==> src/rtl/seg_scan_tx.sv <==
// seg_scan_tx: 8-digit 7-segment display-bus transmitter.
//
// Takes an 8-glyph frame over a valid/ready handshake into a shadow buffer. The frame
// becomes active only when the scan wraps from digit 7 to digit 0, so a frame never tears.
// The active frame is time-multiplexed onto the digits, with per-digit decimal point and
// blink.
//
// Ports
//   clk          system clock
//   rst          synchronous, active-high reset
//   enable       1 = scan; 0 = bus dark, scanner parked at digit 0
//   frame_valid  a frame is offered on glyphs/dp_mask/blink_mask
//   frame_ready  shadow buffer empty; frame taken when valid & ready
//   glyphs       digit k glyph code at [5k+4:5k]; digit 0 is leftmost
//   dp_mask      bit k lights the decimal point of digit k
//   blink_mask   bit k makes digit k blink
//   dig_display  one-hot digit select, active-high
//   seg_code_1   segments {dp,g,f,e,d,c,b,a} for digits 0-3
//   seg_code_2   segments for digits 4-7
//   frame_done   1-cycle pulse when the scan wraps from digit 7 to 0
module seg_scan_tx #(
   parameter int unsigned SCAN_DIV    = 100000,
   parameter int unsigned BLINK_SLOTS = 200
) (
   input  logic        clk,
   input  logic        rst,
   input  logic        enable,
   input  logic        frame_valid,
   output logic        frame_ready,
   input  logic [39:0] glyphs,
   input  logic [7:0]  dp_mask,
   input  logic [7:0]  blink_mask,
   output logic [7:0]  dig_display,
   output logic [7:0]  seg_code_1,
   output logic [7:0]  seg_code_2,
   output logic        frame_done
);

   localparam int unsigned DivW   = (SCAN_DIV > 1) ? $clog2(SCAN_DIV) : 1;
   localparam int unsigned BlinkW = (BLINK_SLOTS > 1) ? $clog2(BLINK_SLOTS) : 1;
   localparam logic [DivW-1:0]   DivMax   = DivW'(SCAN_DIV - 1);
   localparam logic [BlinkW-1:0] BlinkMax = BlinkW'(BLINK_SLOTS - 1);
   localparam logic [39:0]       BlankFrame = {8{5'h10}};

   function automatic logic [6:0] glyph_segs(input logic [4:0] code);
      logic [6:0] s;
      case (code)
         5'h00: s = 7'h3F;
         5'h01: s = 7'h06;
         5'h02: s = 7'h5B;
         5'h03: s = 7'h4F;
         5'h04: s = 7'h66;
         5'h05: s = 7'h6D;
         5'h06: s = 7'h7D;
         5'h07: s = 7'h07;
         5'h08: s = 7'h7F;
         5'h09: s = 7'h6F;
         5'h0A: s = 7'h77;
         5'h0B: s = 7'h7C;
         5'h0C: s = 7'h39;
         5'h0D: s = 7'h5E;
         5'h0E: s = 7'h79;
         5'h0F: s = 7'h71;
         5'h11: s = 7'h40;
         5'h12: s = 7'h38;
         5'h13: s = 7'h73;
         5'h14: s = 7'h50;
         5'h15: s = 7'h54;
         5'h16: s = 7'h5C;
         5'h17: s = 7'h3E;
         5'h18: s = 7'h76;
         5'h19: s = 7'h6E;
         default: s = 7'h00;  // blank (10) and unused codes 1A-1F
      endcase
      return s;
   endfunction

   logic [DivW-1:0]   div_q, div_d;
   logic [2:0]        slot_q, slot_d;
   logic [BlinkW-1:0] blink_cnt_q, blink_cnt_d;
   logic              blink_phase_q, blink_phase_d;

   logic              shadow_full_q, shadow_full_d;
   logic [39:0]       shadow_glyphs_q, shadow_glyphs_d;
   logic [7:0]        shadow_dp_q, shadow_dp_d;
   logic [7:0]        shadow_blink_q, shadow_blink_d;
   logic [39:0]       active_glyphs_q, active_glyphs_d;
   logic [7:0]        active_dp_q, active_dp_d;
   logic [7:0]        active_blink_q, active_blink_d;

   logic [7:0]        dig_q, dig_d;
   logic [7:0]        seg1_q, seg1_d;
   logic [7:0]        seg2_q, seg2_d;
   logic              done_q, done_d;

   logic              slot_tick, wrap, accept, commit;
   logic [4:0]        cur_glyph;
   logic [7:0]        cur_seg;

   always_comb begin
      div_d           = div_q;
      slot_d          = slot_q;
      blink_cnt_d     = blink_cnt_q;
      blink_phase_d   = blink_phase_q;
      shadow_full_d   = shadow_full_q;
      shadow_glyphs_d = shadow_glyphs_q;
      shadow_dp_d     = shadow_dp_q;
      shadow_blink_d  = shadow_blink_q;
      active_glyphs_d = active_glyphs_q;
      active_dp_d     = active_dp_q;
      active_blink_d  = active_blink_q;

      slot_tick = enable && (div_q == DivMax);
      wrap      = slot_tick && (slot_q == 3'd7);
      accept    = frame_valid && !shadow_full_q;
      // While dark there is no frame to tear, so a pending frame goes live at once.
      commit    = shadow_full_q && (wrap || !enable);

      if (!enable) begin
         div_d         = '0;
         slot_d        = '0;
         blink_cnt_d   = '0;
         blink_phase_d = 1'b0;
      end else if (slot_tick) begin
         div_d  = '0;
         slot_d = slot_q + 3'd1;
         if (blink_cnt_q == BlinkMax) begin
            blink_cnt_d   = '0;
            blink_phase_d = !blink_phase_q;
         end else begin
            blink_cnt_d = blink_cnt_q + BlinkW'(1);
         end
      end else begin
         div_d = div_q + DivW'(1);
      end

      // accept and commit are exclusive: one needs the shadow empty, the other full.
      if (accept) begin
         shadow_full_d   = 1'b1;
         shadow_glyphs_d = glyphs;
         shadow_dp_d     = dp_mask;
         shadow_blink_d  = blink_mask;
      end else if (commit) begin
         shadow_full_d   = 1'b0;
         active_glyphs_d = shadow_glyphs_q;
         active_dp_d     = shadow_dp_q;
         active_blink_d  = shadow_blink_q;
      end

      cur_glyph = active_glyphs_q[{3'b000, slot_q} * 6'd5 +: 5];
      cur_seg   = {active_dp_q[slot_q], glyph_segs(cur_glyph)};
      if (blink_phase_q && active_blink_q[slot_q]) begin
         cur_seg = 8'h00;
      end

      dig_d  = 8'h00;
      seg1_d = 8'h00;
      seg2_d = 8'h00;
      done_d = wrap;
      if (enable) begin
         dig_d = 8'b1 << slot_q;
         if (slot_q[2]) begin
            seg2_d = cur_seg;
         end else begin
            seg1_d = cur_seg;
         end
      end
   end

   always_ff @(posedge clk) begin
      if (rst) begin
         div_q           <= '0;
         slot_q          <= '0;
         blink_cnt_q     <= '0;
         blink_phase_q   <= 1'b0;
         shadow_full_q   <= 1'b0;
         shadow_glyphs_q <= BlankFrame;
         shadow_dp_q     <= '0;
         shadow_blink_q  <= '0;
         active_glyphs_q <= BlankFrame;
         active_dp_q     <= '0;
         active_blink_q  <= '0;
         dig_q           <= '0;
         seg1_q          <= '0;
         seg2_q          <= '0;
         done_q          <= 1'b0;
      end else begin
         div_q           <= div_d;
         slot_q          <= slot_d;
         blink_cnt_q     <= blink_cnt_d;
         blink_phase_q   <= blink_phase_d;
         shadow_full_q   <= shadow_full_d;
         shadow_glyphs_q <= shadow_glyphs_d;
         shadow_dp_q     <= shadow_dp_d;
         shadow_blink_q  <= shadow_blink_d;
         active_glyphs_q <= active_glyphs_d;
         active_dp_q     <= active_dp_d;
         active_blink_q  <= active_blink_d;
         dig_q           <= dig_d;
         seg1_q          <= seg1_d;
         seg2_q          <= seg2_d;
         done_q          <= done_d;
      end
   end

   assign frame_ready = !shadow_full_q;
   assign dig_display = dig_q;
   assign seg_code_1  = seg1_q;
   assign seg_code_2  = seg2_q;
   assign frame_done  = done_q;

endmodule
==> config.mk <==
export PLATFORM = sky130hd
export DESIGN_NAME = seg_scan_tx
export DESIGN_NICKNAME = d
export VERILOG_FILES = /design/src/rtl/seg_scan_tx.sv
export SDC_FILE = /design/constraint.sdc
export NUM_CORES = 1
export LEC_CHECK = 0
export ABC_AREA = 1
export ABC_CLOCK_PERIOD_IN_PS = 2500
export CAP_MARGIN = 40
export CORE_ASPECT_RATIO = 1.4
export CORE_MARGIN = 2
export CORE_UTILIZATION = 35
export CTS_CLUSTER_DIAMETER = 120
export DETAILED_ROUTE_END_ITERATION = 6
export MAX_ROUTING_LAYER = met4
export PLACE_DENSITY = 0.61
export SLEW_MARGIN = 20
export SYNTH_ARGS = -nofsm -noshare
export SYNTH_HDL_FRONTEND = slang
export SYNTH_SLANG_ARGS = --single-unit
==> constraint.sdc <==
create_clock -name clk -period 2.5 [get_ports clk]
set_input_delay 0.5 -clock clk [delete_from_list [all_inputs] [get_ports clk]]
set_output_delay 0.5 -clock clk [all_outputs]
set_load 0.05 [all_outputs]
# Yosys cells after proc, flatten, opt, wreduce, memory -nomap -nowiden
# Memory sizes are Yosys's and may differ from the RTL's.
# Cells that the tools add are included.
# word_totals
register_bits	167
romBits	224
in_bits	60
out_inout_bits	26
word_cells	53
n_memories	1
# classes
n_addsub	3
mul	1
n_lt_le_gt_ge	1
n_eq_ne	3
n_shift	2
mux	8
bitwise	3
reduce_logical	16
# mem_list
name	depth	word_bits	read_ports	rd_clocked_by_memory_dff	write_ports	line	text
(name not given)	32	7	1	0	0	47	case (code)
# ops
operator	n
$shiftx A40 B7 Y5	1
$add A17 B1 Y17 const B	1
$eq A17 B17 Y1 const B	1
$mux W8	2
$reduce_or A3 Y1	3
$add A8 B1 Y8 const B	1
$eq A8 B8 Y1 const B	1
$shl A1 B3 Y8 const A	1
$bmux W1 S3	2
$mul A3 B3 Y6 const B	1
$logic_and A1 B1 Y1	5
$lt A3 B4 Y1 const B	1
$mux W1	4
$reduce_and A2 Y1	2
$add A3 B1 Y3 const B	1
$eq A3 B3 Y1 const B	1
$logic_not A1 Y1	3
$not A1 Y1	3
$reduce_bool A2 Y1	1
$reduce_or A2 Y1	1
$logic_or A1 B1 Y1	1

# Depth between registers and ports, before layout
# Gate-level depths: netlist of run 1.
# logic_depth
ltp_word	7
mapped_depth	16
depth_no_buf	15

# Least setup slack after synthesis of run 1
# No wires, ideal clock.
# synth_timing
kind	register to register
startpoint	reg slot_q[1]
endpoint	reg seg2_q[1], in the netlist seg_code_2[1]
setup_ns	0.128
arrival_time_ns	1.769
required_time_ns	2.372
slack_ns	0.603
path_stages_with_launch	16
n_path_buf	1
synth_period_minus_slack_ns	1.897
cell_sequence	dfxtp_1 inv_2 buf_2 nand3_1 nand2_1 nand2_1 nand2_1 inv_1 ha_1 nand3_1 nor2_1 nor2_1 nand2_1 nand2_1 nand2_1 nor2_1
# synth_between
elab_chain_len	4
word_cells_on_any_way	7
classes_between	mul (1); shift (1); mux (3); reduce/logical (1); memory (1)
# synth_rtl
item	line	text
start, declared	79	logic [2:0] slot_q, slot_d;
start signal, assigned	189	slot_q <= slot_d;
$mul A3 B3 Y6 / $bmux W1 S3 (equally long branches)	150, 152	
$shiftx A40 B7 Y5 / $mux W1 (equally long branches)	150, 152	
$mem_v2 Z32 W7 / $logic_and A1 B1 Y1 (equally long branches)	--	
$mux W8 (*)	152	if (blink_phase_q && active_blink_q[slot_q]) begin
end signal, assigned	201	seg2_q <= seg2_d;
end, declared	93	logic [7:0] seg2_q, seg2_d;
# Every way passes the cells marked *; elsewhere a longest branch is shown, timed or not. The select of a mux whose other input is x is not followed.
# A chain may end at the register's enable or synchronous reset.

# Final worst setup path of run 1
# layout_timing
startpoint	reg slot_q[1]
endpoint	reg seg1_q[3], in the netlist seg_code_1[3]
# layout_between
elab_chain_len	4
word_cells_on_any_way	7
classes_between	mul (1); shift (1); mux (3); reduce/logical (1); memory (1)
# layout_rtl
item	line	text
$mul A3 B3 Y6 / $bmux W1 S3 (equally long branches)	150, 152	
$shiftx A40 B7 Y5 / $mux W1 (equally long branches)	150, 152	
$mem_v2 Z32 W7 / $logic_and A1 B1 Y1 (equally long branches)	--	
$mux W8 (*)	152	
end signal, assigned	200	seg1_q <= seg1_d;
end, declared	92	logic [7:0] seg1_q, seg1_d;
# Marked as above.

==> results.md, run 1 <==
- Run status: complete, no violations
- VDD IR max: 0.477 mV
- PnR worst setup slack: 285 ps
- Clock Power Share: 0.450
- Routability congestion estimate: 0.844
- P_leak: 3.66 nW
- Hold crit path type: reg2reg
- Final ANT Viol Nets: 0
- # setup viols final: 0
- Setup_tns: 0 ps
- Final slew viol count: 0
- Diodes inserted: 0
- Area grow syn2layout: 24.5%
- Clk_skew: 7.86 ps
- Reg2reg setup slack: 290 ps
- Hpwl dp: 11,300 um
- Startpoint types: flip-flop
- Worst skew pair latency: 430 ps
- Die Ht: 172 um
- Syn_nets: 1,070
- Largest regs: active_glyphs_q (40), shadow_glyphs_q (40), div_q (17)
- Grt met2 use: 0.278
- Ports: 86
- WHS Endpoint: div_q[0]
- RSZ-0062 raised after global routing: false
- Internal power: 4.79 mW
- Deepest clock path buffer count: 2
- TritonCTS clock tree: done
- Pwr Total: 6.34 mW
- Vias: 6,156
- Terminus of the critical flop-to-flop path: seg_code_1[3]
- Layout Nets: 1,138
- TritonCTS Sinks: 167
- Flop pwr share: 0.454
- Final Hold Viols: 0
- Vias per cell: 4.63
- Busiest grt layer: met2
- Clk root buf: clkbuf_16
- Maximum clock rate: 452 MHz
- Reg2Reg Depth: 13
- First-pass GRT wire length: 26,800 um
- Hold path start: div_q[0]
- Die width: 124 um
- Largest net degree at the start of global routing: 58
- CP endpoint kind: flip-flop
- CORE AREA: 19,800 um2
- Net Sw Power: 1.55 mW
- Initial Util: 0.356
- Initial antenna violation count: 0
- Die footprint: 21,400 um2
- Row count: 61
- Post-place setup slack: 113 ps
- Final period utilization: 0.886
- DR pass1 iterations: 5
- Clk slew on worst S/H paths: 70 ps
- Syn Area/Cell: 7.10 um2
- Slew @ Worst Pin: 500 ps
- GRT overflow: 0
- Kind of critical path: reg2reg
- Final WL: 16,100 um
- Wire per inst: 12.1 um
- Main synth FF type: dfxtp_1
- Tmin final: 2210 ps
- P per Cell Area: 721 nW/um2
- Initial DRC count: 351
- Hold path depth: 1
- Global-route usage over all layers: 0.162
- Synthesized instance count: 996
- Share of layout cells above drive strength 1: 0.0659
- M3 GR Usage: 0.0290
- Num CTS Buffers: 17
- Vias in the first global route: 5,747
- DR DRC count: 0
- Sequential area share after synthesis: 0.473
- Post-synth EDFFs: 0
- Postcts setup bufs: 0
- Top fanout value on the critical path: 14
- Distinct cells, synth: 34
- Max-cap violations: 0
- Reg-to-reg startpoint: slot_q[1]
- Yosys warnings: 0
- Combinational share of power: 0.096
- GR met1 Demand/Resource: 0.189
- Seq cells post-synth: 167
- Arrival @ worst endpoint: 2560 ps
- I/O Buffers: 85
- Slew headroom: 0.666
- Critical path data required time: 2850 ps
- Async SR Flop Fraction: 0
- Crit path from: slot_q[1]
- H-tree lvl count: 4
- Mapped cell area: 7070 um2
- Hold_buf cts: 0
- Sw Ratio: 0.245
worst max-delay path by stage:
stage                                     end  slack [ps]  depth (start not counted)
after floorplan                 seg_code_2[1]         600                         15
after global placement         active_dp_q[6]         140                          9
after detailed placement  active_glyphs_q[30]         110                         10
after CTS                       seg_code_1[3]         230                         10
after global routing            seg_code_1[3]          10                         13
final                           seg_code_1[3]         290                         13
logic make-up after synthesis:
family	after synthesis	synth area share
compound gates	141	0.103
xor+xnor	7	0.00867
flops	167	0.473
fa+ha+maj	14	0.0248
simple gates	536	0.311
buf+inv	131	0.0791
cells in the mapped netlist, types with 3 or more instances:
library cell  instances  area [um2]
nand2_2               3        18.8
dfxtp_1             167        3340
inv_1                71         267
nand3_2               3        30.0
nand4_1               6        37.5
ha_1                 14         175
buf_2                15        75.1
xor2_1                7        61.3
clkbuf_1             30         113
inv_2                 7        26.3
a21oi_1              15        75.1
o21ai_1              36         180
nor2_1              257         965
buf_4                 3        22.5
nand2_1             175         657
nand3_1              73         365
nor4_1                4        25.0
buf_6                 5        56.3
nor3_1                4        20.0
or2_2                 3        18.8
o21ai_0              80         400
repair_timing:
action                                 CTS  global route
resized for setup                        0             1
endpoints found under the hold margin    0             0
setup endpoints to repair                0            10
stage by stage:
stage | utilization | hold WS [ps] | cell area [um2] | cells
2_1_floorplan | - | 418 | 7070 | 996
3_3_place_gp | 0.411 | 431 | 8150 | 1297
3_5_place_dp | 0.411 | 439 | 8150 | 1297
4_1_cts | 0.443 | 455 | 8790 | 1329
5_1_grt | 0.443 | 502 | 8800 | 1329
6_report | 0.443 | 445 | 8800 | 1329
power by group through the flow:
stage,Combinational [mW],Sequential (mW),Clock (mW)
after detailed placement,0.612,2.94,0
after global routing,0.698,2.90,3.03
final,0.608,2.88,2.86
after floorplan,0.392,2.94,0
after CTS,0.615,2.88,2.93
after global placement,0.604,2.94,0
critical path, stage by stage, from the launching register on:
cell and delay (ps):
dfxtp_1 390, buf_4 260, nand3_1 120, nand2_1 90
nand2_1 50, nand2_1 210, inv_1 160, ha_1 320
inv_1 40, nand3_1 80, nand3_1 80, nand3_1 100
nand3_1 100, nor2_1 140
layout by cell type, fill, tap and decap left out, types with 3 or more instances in the layout:
cell type        Yosys  routed
nor2_1             257     257
nand2_1            175     175
dfxtp_1            167     167
clkdlybuf4s50_1      0      85
o21ai_0             80      80
nand3_1             73      73
inv_1               71      70
o21ai_1             36      35
clkbuf_16            0      17
a21oi_1             15      15
ha_1                14      14
buf_4                3      13
inv_2                7       8
xor2_1               7       7
nand4_1              6       6
inv_6                0       5
nor3_1               4       4
nor4_1               4       4
bufinv_16            0       4
buf_12               0       4
nand3_2              3       3
nand2_2              3       3
or2_2                3       3
clkinv_4             0       3
metal layers:
metal	up-vias	share of wire
met5	-	0
li1	3290	-
met1	2734	0.45
met3	24	0.027
met2	108	0.50
met4	0	0.020
layout make-up:
class / count / area (um2)
inverters: 78 / 293
clock buffers: 18 / 439
fillers: 2085 / 11000
flip-flops and latches: 167 / 3340
clock inverters: 14 / 209
repair buffers: 102 / 1030
multi-input cells: 698 / 3170
well taps: 252 / 315
Note: power is estimated with default switching activity, not from simulation.
==> inputs of run 2 (changes only) <==
--- a/config.mk
+++ b/config.mk
@@ -13,6 +13,7 @@
 export CORE_UTILIZATION = 35
 export CTS_CLUSTER_DIAMETER = 120
 export DETAILED_ROUTE_END_ITERATION = 6
+export GPL_TIMING_DRIVEN = 0
 export MAX_ROUTING_LAYER = met4
 export PLACE_DENSITY = 0.61
 export SLEW_MARGIN = 20
==> run 2 against run 1 <==
Global-route usage increased by 1.3 points. Count of clock-buffer cells in the layout rose by 3. Combinational power rose by 3%. Largest cell class unchanged. Sequential power about the same. Critical path type unchanged. Clock skew is 1.3 ps higher.
==> results.md, run 2 (synthesis results as in run 1) <==
- TritonCTS Sinks: 167
- P per Cell Area: 692 nW/um2
- Grt met2 use: 0.308
- Clk_skew: 9.17 ps
- Routability congestion estimate: 0.859
- Top fanout value on the critical path: 10
- Hold_buf cts: 0
- Final period utilization: 0.921
- CP endpoint kind: flip-flop
- I/O Buffers: 85
- Die Ht: 172 um
- Hold crit path type: reg2reg
- Slowest stage delay, CP: 450 ps
- Final slew viol count: 0
- Row count: 61
- RSZ-0062 raised after global routing: false
- Initial DRC count: 335
- Commonest cells after routing, fill and taps aside: nor2_1 (257), nand2_1 (174), dfxtp_1 (165)
- Design area: 8820 um2
- Busiest grt layer: met2
- Layout Nets: 1,173
- DR pass1 iterations: 4
- Slew @ Worst Pin: 634 ps
- Largest net degree at the start of global routing: 17
- TritonCTS clock tree: done
- Arrival @ worst endpoint: 2600 ps
- H-tree lvl count: 4
- Final Hold Viols: 0
- Final ANT Viol Nets: 0
- Global-route usage over all layers: 0.175
- Hpwl dp: 12,900 um
- Deepest clock path buffer count: 2
- Initial antenna violation count: 0
- Clk slew on worst S/H paths: 70 ps
- GR met1 Demand/Resource: 0.193
- Final WL: 17,100 um
- Tmin final: 2300 ps
- Num CTS Buffers: 17
- Share of layout cells above drive strength 1: 0.0666
- # setup viols final: 0
- P_leak: 3.66 nW
- Startpoint types: flip-flop
- GRT overflow: 0
- VDD IR max: 0.456 mV
- Area grow syn2layout: 24.8%
- PnR worst setup slack: 197 ps
- DR DRC count: 0
- Run status: complete, no violations
- Dpl cells: 1,333
- Clk root buf: clkbuf_16
- Max stage delay cell, worst path: dfxtp_2
- Diodes inserted: 0
- Leading cell type in the layout, fill and taps excluded: nor2_1
- Kind of critical path: reg2reg
- First-pass GRT wire length: 28,400 um
- Critical path data required time: 2800 ps
- M3 GR Usage: 0.0356
- Critical-path cell list: buf_2 > nand3_1 > nand2_1 > nand2_1 > nand2_2 > inv_1 > ha_1 > inv_1 > nand3_1 > nand3_1 > nand3_1 > nand3_1 > nor2_1
- Worst skew pair latency: 430 ps
- Vias in the first global route: 6,092
- Initial Util: 0.356
- Final Instance Count excl. Fillers: 1,363
- Largest regs: active_glyphs_q (40), shadow_glyphs_q (40), div_q (17)
- Ports: 86
- Maximum clock rate: 434 MHz
- CORE AREA: 19,800 um2
- Wire per inst: 12.5 um
- Post-place setup slack: -108 ps
- Area post-placement: 8240 um2
- Vias per cell: 4.66
- Die footprint: 21,400 um2
- Slew headroom: 0.577
- CP most frequent cell: nand3_1
- Max-cap violations: 0
- Postcts setup bufs: 0
- Die width: 124 um
- Vias: 6,350
-- run 2: critical path, delay by kind of cell (launching register included) --
kind                       cells  cell delay (ps)
adders and majority gates      1              300
buffers and inverters          3              470
DFF                            1              450
and+or+nand+nor                9              940
-- run 2: report_power, final --
part / total (mW) / internal, mW / switching [mW]
Combinational: 0.626 / 0.267 / 0.359
Clock: 2.60 / 1.52 / 1.08
Sequential: 2.88 / 2.80 / 0.0731
-- run 2: repair_timing --
| action | 4_1_cts | 5_1_grt |
|---|---|---|
| setup endpoints to repair | 4 | 5 |
| hold endpoints to repair | 0 | 0 |
| gates resized for setup | 1 | 3 |
-- run 2: final timing paths --
check | startpoint | endpoint | slack, ps | cells after the start
worst max-delay path | slot_q[1] | seg_code_2[3] | 200 | 13
worst min-delay path | div_q[0] | div_q[0] | 450 | 1
worst max register to register | slot_q[1] | seg_code_2[3] | 200 | 13
worst min register to register | div_q[0] | div_q[0] | 450 | 1
-- run 2: through the flow --
step	power, mW	util	hold WS, ps	setup TNS (ps)
final	6.10	0.444	451	0
after global routing	6.37	0.444	491	0
after CTS	6.16	0.444	455	0
after detailed placement	3.57	0.415	441	-1290
after global placement	3.56	0.415	432	-980
after floorplan	3.33	-	418	0
-- run 2: layout make-up --
cell class	count	area, um2
Inverter	78	293
Fill cell	2120	11000
Buffer	52	264
Sequential cell	167	3350
Tap cell	252	315
Clock inverter	10	121
Multi-Input combinational cell	698	3170
Timing Repair Buffer	85	851
Clock buffer	21	460
-- run 2: per-layer routing --
metal  routed length (um)  up-vias  part of all wire
li1                     -     3365                 -
met1                 7440     2838              0.44
met2                 8620      117              0.51
met3                  604       30             0.035
met4                  400        0             0.023
met5                    0        -                 0
==> inputs of run 3 (changes only) <==
--- a/config.mk
+++ b/config.mk
@@ -10,12 +10,12 @@
 export CAP_MARGIN = 40
 export CORE_ASPECT_RATIO = 1.4
 export CORE_MARGIN = 2
-export CORE_UTILIZATION = 35
+export CORE_UTILIZATION = 55
 export CTS_CLUSTER_DIAMETER = 120
 export DETAILED_ROUTE_END_ITERATION = 6
 export GPL_TIMING_DRIVEN = 0
 export MAX_ROUTING_LAYER = met4
-export PLACE_DENSITY = 0.61
+export PLACE_DENSITY = 0.86
 export SLEW_MARGIN = 20
 export SYNTH_ARGS = -nofsm -noshare
 export SYNTH_HDL_FRONTEND = slang
==> run 3 against run 2 <==
Setup slack improved by 84 ps. Core utilization rose by 24 points. Via count rose by 3.2%. Highest routed layer unchanged. Critical path depth rose by 1. Sequential share of layout area rose by 0.52 points. Sequential cell count did not move.
==> results.md, run 3 (synthesis results as in run 1) <==
- Initial Util: 0.557
- Hpwl dp: 11,800 um
- Sw Ratio: 0.254
- PnR worst setup slack: 281 ps
- Vias in the first global route: 6,342
- P_leak: 3.67 nW
- TritonCTS clock tree: done
- Critical path data required time: 2870 ps
- Worst skew pair latency: 440 ps
- Slew headroom: 0.602
- Vias: 6,555
- Largest net degree at the start of global routing: 17
- H-tree lvl count: 4
- Startpoint types: flip-flop
- Die footprint: 13,800 um2
- First-pass GRT wire length: 27,700 um
- Routability congestion estimate: 0.892
- Clk root buf: clkbuf_16
- # setup viols final: 0
- Max stage delay cell, worst path: dfxtp_1
- Share of layout cells above drive strength 1: 0.0674
- Final Hold Viols: 0
- TritonCTS Sinks: 167
- Combinational share of power: 0.104
- Grt met2 use: 0.446
- Row count: 49
- Post-place setup slack: -77.2 ps
- Die Ht: 138 um
- Num CTS Buffers: 17
- Internal power: 4.54 mW
- Fin Hold WS: 450 ps
- Arrival @ worst endpoint: 2590 ps
- Clock Power Share: 0.423
- Final slew viol count: 0
- Vias per cell: 5.18
- Final period utilization: 0.887
- Die width: 99.8 um
- Max-cap violations: 0
- I/O Buffers: 85
- Largest regs: active_glyphs_q (40), shadow_glyphs_q (40), div_q (17)
- Tmin final: 2220 ps
- Busiest grt layer: met2
- Slowest stage delay, CP: 420 ps
- P per Cell Area: 699 nW/um2
- Area grow syn2layout: 23.0%
- Initial DRC count: 353
- Deepest clock path buffer count: 2
- RSZ-0062 raised after global routing: false
- Leading cell type in the layout, fill and taps excluded: nor2_1
- Commonest cells after routing, fill and taps aside: nor2_1 (257), nand2_1 (174), dfxtp_1 (166)
- Hold_buf cts: 0
- Global-route usage over all layers: 0.254
- Hold crit path type: reg2reg
- Setup_tns: 0 ps
- Flop pwr share: 0.473
- Critical-path cell list: buf_4 > buf_4 > nand2_1 > nand3_1 > nand2_1 > nand2_1 > nand2_1 > ha_1 > nand3b_1 > nand3_1 > nand3_1 > nand2_1 > nand2_1 > nor2_1
- CORE AREA: 12,700 um2
- Area post-placement: 8110 um2
- M3 GR Usage: 0.0450
- Run status: complete, no violations
- DR pass1 iterations: 5
- GRT overflow: 0
- Clk slew on worst S/H paths: 70 ps
- Layout Nets: 1,173
- Net Sw Power: 1.54 mW
- GR met1 Demand/Resource: 0.272
- Clk_skew: 11.7 ps
- Maximum clock rate: 451 MHz
- Initial antenna violation count: 0
- Kind of critical path: reg2reg
- VDD IR max: 0.496 mV
- CP most frequent cell: nand2_1
- Wire per inst: 12.8 um
- Top fanout value on the critical path: 10
- Post-CTS resize count: 0
- Design area: 8700 um2
- Final ANT Viol Nets: 0
- Ports: 86
- Pwr Total: 6.08 mW
- Slew @ Worst Pin: 597 ps
- CP endpoint kind: flip-flop
- Postcts setup bufs: 0
- Diodes inserted: 0
- DR DRC count: 0
- Final WL: 16,200 um
==> run 3: final timing paths <==
check	cells after the start	endpoint	start	slack [ps]
worst max register to register	14	seg_code_2[5]	slot_q[0]	280
worst min register to register	1	div_q[0]	div_q[0]	450
worst min-delay path	1	div_q[0]	div_q[0]	450
worst max-delay path	14	seg_code_2[5]	slot_q[0]	280
==> run 3: per-stage QoR <==
step	std cells	util
after global placement	1234	0.639
after detailed placement	1234	0.639
after CTS	1266	0.685
after global routing	1265	0.685
after floorplan	996	-
final	1265	0.685
==> run 3: power by group through the flow <==
stage	combinational [mW]	clock [mW]	sequential [mW]
2_1_floorplan	0.392	0	2.94
3_3_place_gp	0.611	0	2.93
3_5_place_dp	0.625	0	2.93
4_1_cts	0.631	2.58	2.88
5_1_grt	0.717	2.70	2.89
6_report	0.630	2.57	2.88
==> run 3: final cells by class <==
type                    count  area [um2]
clock inverters            11         116
repair buffers             85         851
clock buffers              21         470
multi-input cells         698        3170
flip-flops and latches    167        3340
fillers                  1068        3990
well taps                 153         191
plain buffers              52         262
inverters                  78         293
==> run 3: critical path, delay by kind of cell, from the launching register on <==
kind                     cells  cell delay, ps
adder cells (fa/ha/maj)      1             280
buffers and inverters        2             420
flip-flops                   1             420
AND/OR/NAND/NOR             11            1040
==> run 3: layer usage <==
metal	part of all wire	wire (um)
met1	0.41	6670
met2	0.52	8420
met3	0.036	577
met4	0.035	571
met5	0	0
